$ cat src/rtl/mem_arbiter.sv
// mem_arbiter: shares one byte-wide RAM port between instruction fetch (IF)
// and load/store (MEM). Each request becomes one byte access per cycle;
// bytes are assembled little-endian into 32-bit words. MEM wins ties.
module mem_arbiter #(
  parameter int ADDR_W = 32
) (
  input  logic              clk,
  input  logic              rst,
  input  logic              if_req,
  input  logic [ADDR_W-1:0] if_addr,
  input  logic              if_flush,
  output logic              if_done,
  output logic [31:0]       if_data,
  input  logic              mem_req,
  input  logic              mem_we,
  input  logic [ADDR_W-1:0] mem_addr,
  input  logic [1:0]        mem_len,
  input  logic [31:0]       mem_wdata,
  output logic              mem_done,
  output logic [31:0]       mem_rdata,
  output logic [ADDR_W-1:0] ram_a,
  output logic              ram_wr,
  output logic [7:0]        ram_dout,
  input  logic [7:0]        ram_din,
  output logic              busy
);

  typedef enum logic [1:0] {IDLE, READ, WRITE, DONE} state_t;

  state_t            state;
  logic              owner_if;   // 1 = current transaction belongs to IF
  logic [ADDR_W-1:0] base;
  logic [1:0]        last;       // index of final byte (N-1)
  logic [31:0]       wdata;
  logic [2:0]        cnt;        // cycles elapsed since the grant edge
  logic [31:0]       asm_data;   // bytes captured so far

  logic [31:0]       assembled;
  logic [1:0]        rd_idx;
  logic [1:0]        wr_idx;
  logic [ADDR_W-1:0] next_addr;
  logic [1:0]        len_last;

  // Byte lanes, next address and the word including this cycle's capture
  always_comb begin
    rd_idx    = cnt[1:0] - 2'd1;
    wr_idx    = cnt[1:0] + 2'd1;
    next_addr = base + {{(ADDR_W-3){1'b0}}, cnt} + {{(ADDR_W-1){1'b0}}, 1'b1};
    assembled = asm_data;
    assembled[{rd_idx, 3'b000} +: 8] = ram_din;
    case (mem_len)
      2'b00:   len_last = 2'd0;
      2'b01:   len_last = 2'd1;
      default: len_last = 2'd3;
    endcase
  end

  // Arbitration FSM with all outputs registered
  always_ff @(posedge clk or negedge rst) begin
    if (!rst) begin
      state     <= IDLE;
      owner_if  <= 1'b0;
      base      <= '0;
      last      <= 2'd0;
      wdata     <= 32'd0;
      cnt       <= 3'd0;
      asm_data  <= 32'd0;
      if_done   <= 1'b0;
      if_data   <= 32'd0;
      mem_done  <= 1'b0;
      mem_rdata <= 32'd0;
      ram_a     <= '0;
      ram_wr    <= 1'b0;
      ram_dout  <= 8'd0;
      busy      <= 1'b0;
    end else begin
      if_done  <= 1'b0;
      mem_done <= 1'b0;
      case (state)
        IDLE: begin
          // MEM holds the older instruction, so it is granted first
          if (mem_req) begin
            owner_if <= 1'b0;
            base     <= mem_addr;
            last     <= len_last;
            wdata    <= mem_wdata;
            cnt      <= 3'd0;
            asm_data <= 32'd0;
            ram_a    <= mem_addr;
            busy     <= 1'b1;
            if (mem_we) begin
              state    <= WRITE;
              ram_wr   <= 1'b1;
              ram_dout <= mem_wdata[7:0];
            end else begin
              state <= READ;
            end
          end else if (if_req && !if_flush) begin
            owner_if <= 1'b1;
            base     <= if_addr;
            last     <= 2'd3;
            cnt      <= 3'd0;
            asm_data <= 32'd0;
            ram_a    <= if_addr;
            busy     <= 1'b1;
            state    <= READ;
          end
        end
        READ: begin
          if (owner_if && if_flush) begin
            // taken jump: drop the fetch and its partial data
            state <= IDLE;
            busy  <= 1'b0;
          end else begin
            // RAM data lags the address by one cycle, so capture starts at cnt=1
            if (cnt != 3'd0) asm_data <= assembled;
            if (cnt == {1'b0, last} + 3'd1) begin
              state <= DONE;
              if (owner_if) begin
                if_done <= 1'b1;
                if_data <= assembled;
              end else begin
                mem_done  <= 1'b1;
                mem_rdata <= assembled;
              end
            end else begin
              cnt <= cnt + 3'd1;
              if (cnt < {1'b0, last}) ram_a <= next_addr;
            end
          end
        end
        WRITE: begin
          if (cnt == {1'b0, last}) begin
            ram_wr   <= 1'b0;
            state    <= DONE;
            mem_done <= 1'b1;
          end else begin
            cnt      <= cnt + 3'd1;
            ram_a    <= next_addr;
            ram_dout <= wdata[{wr_idx, 3'b000} +: 8];
          end
        end
        DONE: begin
          state <= IDLE;
          busy  <= 1'b0;
        end
        default: begin
          state <= IDLE;
          busy  <= 1'b0;
        end
      endcase
    end
  end

endmodule

$ cat config.mk
export PLATFORM = sky130hd
export DESIGN_NAME = mem_arbiter
export DESIGN_NICKNAME = d
export VERILOG_FILES = /design/src/rtl/mem_arbiter.sv
export SDC_FILE = /design/constraint.sdc
export NUM_CORES = 1
export LEC_CHECK = 0
export ABC_CLOCK_PERIOD_IN_PS = 6680
export BUFFER_PORTS_ARGS = -buffer_cell sky130_fd_sc_hd__buf_2
export CELL_PAD_IN_SITES_DETAIL_PLACEMENT = 0
export CELL_PAD_IN_SITES_GLOBAL_PLACEMENT = 1
export CORE_MARGIN = 8
export CORE_UTILIZATION = 45
export CTS_CLUSTER_SIZE = 14
export DETAILED_ROUTE_END_ITERATION = 12
export GPL_ROUTABILITY_DRIVEN = 0
export MAX_ROUTING_LAYER = met4
export PLACE_DENSITY = 0.92
export SLEW_MARGIN = 25
export SYNTH_ARGS = -nofsm -noshare
export SYNTH_HDL_FRONTEND = slang
export SYNTH_SLANG_ARGS = --single-unit
$ cat constraint.sdc
create_clock -name clk -period 6.68 [get_ports clk]
set_clock_uncertainty 0.1 [all_clocks]
set_input_delay 1.002 -clock clk [delete_from_list [all_inputs] [get_ports clk]]
set_output_delay 1.002 -clock clk [all_outputs]
set_load 0.01 [all_outputs]
### Word level (Yosys, flattened, before mapping)

Cells that the tools add are included.

* register bits: 212
* input bits: 112
* output and inout port bits: 108

* $add $sub $neg: 7
* $lt $le $gt $ge: 1
* eq/ne operators: 17
* shift-type cells: 3
* multiplexer cells: 51
* bitwise operators: 2
* reductions and logical operators: 22

Operators with widths (count)
* $mux W32: 10
* $pmux W32 S3: 1
* $pmux W32 S2: 1
* $add A32 B1 Y32 const B: 1
* $add A32 B3 Y32: 1
* $bwmux W32: 1
* $shift A8 B7 Y32 const A: 1
* $shiftx A32 B6 Y8: 1
* $shiftx A8 B7 Y32: 1
* $mux W8: 3
* $reduce_and A4 Y1: 5
* $ne A2 B2 Y1 const B: 9
* $mux W2: 8
* $pmux W8 S2: 1
* $mux W1: 15
* $mux W3: 5
* $pmux W3 S3: 1
* $reduce_bool A3 Y1: 3
* $pmux W2 S4: 1
* $neg A5 Y7: 1
* $ne A3 B3 Y1 const B: 2
* $reduce_and A3 Y1: 2
* $reduce_and A6 Y1: 1
* $reduce_bool A2 Y1: 3
* other kinds (18): 25

### Longest topological paths before layout

* depth in word-level cells: 7
* gate-level depth with buffers: 11

### Worst setup path after synthesis

Ideal clock, no wire load.

* path type: register to register
* from: reg cnt[0]
* to: reg ram_a[30]
* setup time: 126 ps
* arrival: 2416 ps
* slack: 4038 ps
* cell stages (with the launch flop): 12
* buffers on the path: 1
* period minus slack after synthesis: 2642 ps
* path through: dfrtp_1 > buf_2 > inv_1 > ha_1 > inv_1 > fa_1 > a21oi_1 > nor2_2 > and2_4 > nand3_4 > and3_4 > o32a_1

* cells in the longest elaborated chain, start to end: 6

Ends and longest elaborated chain
* start: declaration: RTL line 35 `logic [2:0] cnt;`
* start signal: assignment: RTL line 127 `cnt <= cnt + 3'd1;`
* start signal: assignment: RTL line 138 `cnt <= cnt + 3'd1;`
* $add A32 B3 Y32: RTL line 48 `next_addr = base + {{(ADDR_W-3){1'b0}}, cnt} + {{(ADDR_W-1){1'b0}}, 1'b1};`
* $add A32 B1 Y32: RTL line 48
* $mux W32: RTL line 128 `if (cnt < {1'b0, last}) ram_a <= next_addr;`
* $mux W32: RTL line 117 `if (cnt == {1'b0, last} + 3'd1) begin`
* $mux W32: RTL line 110 `if (owner_if && if_flush) begin`
* $pmux W32 S3: RTL line 79 `case (state)`
* end signal: assignment: RTL line 89 `ram_a <= mem_addr;`
* end signal: assignment: RTL line 128
* end signal: assignment: RTL line 139 `ram_a <= next_addr;`
* end: declaration: RTL line 21 `output logic [ADDR_W-1:0] ram_a,`

Several ways; a longest one is shown, not always the timed one. The select of a mux whose other input is x is not followed.
A chain may end at the register's enable or synchronous reset.

### Final worst setup path

* from: reg cnt[0]
* to: reg ram_a[18]

The elaborated chain is that of the path after synthesis.

==> out/results.txt <==
Hold slack = 369 ps
Flops & latches, synth = 212
Async SR Flop Fraction = 1.00
Yosys top cell by area = dfrtp_1
Max-cap violations = 0
Dpl hpwl = 18.7 mm
Via Count = 7,765
Worst-path clk slew = 60 ps
Placeable Area = 21,800 um^2
CTS sink cnt = 212
Post-Synthesis Cells = 965
Mean post-synth cell area = 10.4 um^2
Cts-stage hold buffer count = 0
Power, Total = 6.07 mW
Share of cells above drive strength 1 = 0.279
CTS resizes = 0
Setup TNS = 0 ps
Clock Path Buffers = 3
Met3 usage = 0.0293
RR Endpoint = ram_a[18]
Static Leak = 5.74 nW
Fraction of the yosys area taken by sequential cells = 0.530
CP Max Fanout = 17
Min-Delay Endpoint = ram_a[14]
Residual DRC count = 0
Final core utilization = 0.556
Reg2reg path depth = 7
Final Hold Violating Endpoints = 0
Max Freq = 265 MHz
CTS buffer count = 24
CTS tree = yes
Area of placed instances = 11,300 um^2
Non-Filler Instances = 1,456
Routed WL per cell = 18.0 um
Initial Util = 0.459
Die W = 165 um
Hold Path Depth = 1
Root Buffer = clkbuf_16
GR Overflow Total = 0
Die Area = 27,300 um^2
Post-synthesis instance area = 10,000 um^2
# IOs = 220
Met2 usage = 0.321
CP startpoint kind = register
Worst EP required = 6990 ps
Pwr dens = 500 nW/um^2
Top cell type's share of synthesized area = 0.530
IR drop worst, VDD = 230 uV
WS Path Type = register to register
Period Utilization, post-route = 0.564
Most frequent cells in the layout = buf_2 (218), dfrtp_1 (212), nand2_1 (109)
Critical R2R Launch = cnt[0]
Element type at the critical path end = register
Post-DRT Antenna Nets = 0
Gr usage total = 0.196
Post-route cell area = 12,100 um^2
Area Growth Syn to Fin = 21.3%
Maximum level of the CTS H-tree = 1
Unrepaired setup endpoints after global routing = no
CP Launch Point = cnt[0]
Synth Warn # = 0
First-pass GRT wire length = 41.9 mm
Final setup viols = 0
Predominant post-synthesis flop cell = dfrtp_1
Die Y = 165 um
Largest net degree at the start of global routing = 92
Vias/cell = 5.33
Max Slew Vio Count = 0
R2r setup slk = 2910 ps
Placed cell count = 1,411
Layout Nets = 1,288
M1 GR Usage = 0.254
Tmin final = 3770 ps
Top cells by area, synth = dfrtp_1 (53%), a21oi_1 (4.8%), mux2i_1 (4.2%), nand2_1 (4.1%), mux2_2 (3.9%)
Cell variety after synth = 59
Crit path setup slack, layout = 2910 ps
Critical path arrival = 4080 ps
Post-synth EDFFs = 0
Dpl ws = 2920 ps
Hold Path Class = register to register
Layer with the highest usage = met2
Pin slew with the least headroom to its limit = 908 ps
Min-delay src = ram_a[14]
Vias in the first global route = 7,989
Total Wirelength = 26.2 mm
Status = complete, no violations
Initial antenna violation count = 1
DRT iter0 DRCs = 464
Total setup buffers inserted after CTS = 0
Worst skew pair latency = 510 ps
Port-buffer cells = 219
DR pass1 iterations = 5
Slew headroom = 0.394
Row count = 54
Mapped Nets = 1,096
Commonest non-fill, non-tap cell in the layout = buf_2
## synth_stat cells (5+ instances only)
cell type / n
clkbuf_1: 33
o21ai_1: 21
o22ai_1: 9
ha_1: 18
inv_1: 12
buf_2: 9
nor2_1: 83
a21o_1: 6
mux2i_1: 42
nand2_1: 109
nand4_1: 9
xnor2_1: 13
xor2_1: 18
nor3_1: 5
nor2b_1: 35
a22o_1: 34
a21oi_1: 96
o21ai_0: 67
nand3_1: 19
buf_1: 16
mux2_2: 35
dfrtp_1: 212
mux4_2: 8
and2_1: 7
## routing by layer
| layer | wire length [um] | part of all wire | vias up |
|---|---|---|---|
| li1 | - | - | 3764 |
| met1 | 11700 | 0.45 | 3735 |
| met2 | 12400 | 0.48 | 239 |
| met3 | 1690 | 0.064 | 27 |
| met4 | 376 | 0.014 | 0 |
| met5 | 0 | 0 | - |
## critical path, stage by stage, from the launching register on
cell and delay (ps):
dfrtp_1 920, inv_1 300, ha_1 440, nand4b_1 230, and4bb_2 420, and2_1 580
nand2_1 380, o211ai_1 290
## report_power, final
part	switching, mW	internal [mW]
clock	0.526	0.894
sequential	0.395	1.81
combinational	1.42	1.03
total	2.34	3.73
## final cells by class
cell class | instances | area [um^2]
fillers | 1936 | 9680
flip-flops and latches | 212 | 5310
diodes | 1 | 2.50
inverters | 12 | 45.0
repair buffers | 229 | 1180
clock buffers | 35 | 713
well taps | 280 | 350
multi-input cells | 678 | 4400
clock inverters | 9 | 150
## worst max path at each step
stage	to	slack, ps	cells after the start
floorplan	ram_a[30]	4040	11
global placement	ram_a[5]	3110	8
detailed placement	ram_a[18]	2920	7
CTS	ram_a[18]	2900	7
global route	ram_a[5]	2580	8
finish	ram_a[18]	2910	7
## state kept, by name, indices dropped and copies added (netlist names)
| register | cells |
|---|---|
| busy | 1 |
| ram_a | 32 |
| ram_wr | 1 |
| if_done | 1 |
| owner_if | 1 |
| mem_rdata | 32 |
| wdata | 32 |
| asm_data | 32 |
| ram_dout | 8 |
| mem_done | 1 |
| state | 2 |
| cnt | 3 |
| base | 32 |
| last | 2 |
| if_data | 32 |
## cells by family after synthesis
| logic type | synth area share |
|---|---|
| muxes | 0.0993 |
| adders and majority gates | 0.0245 |
| xor gates and xnor gates | 0.0271 |
| AOI/OAI and AO/OA | 0.144 |
| and+or+nand+nor | 0.142 |
| DFF | 0.530 |
| buffers and inverters | 0.0331 |
Note: power is estimated with default switching activity, not from simulation.
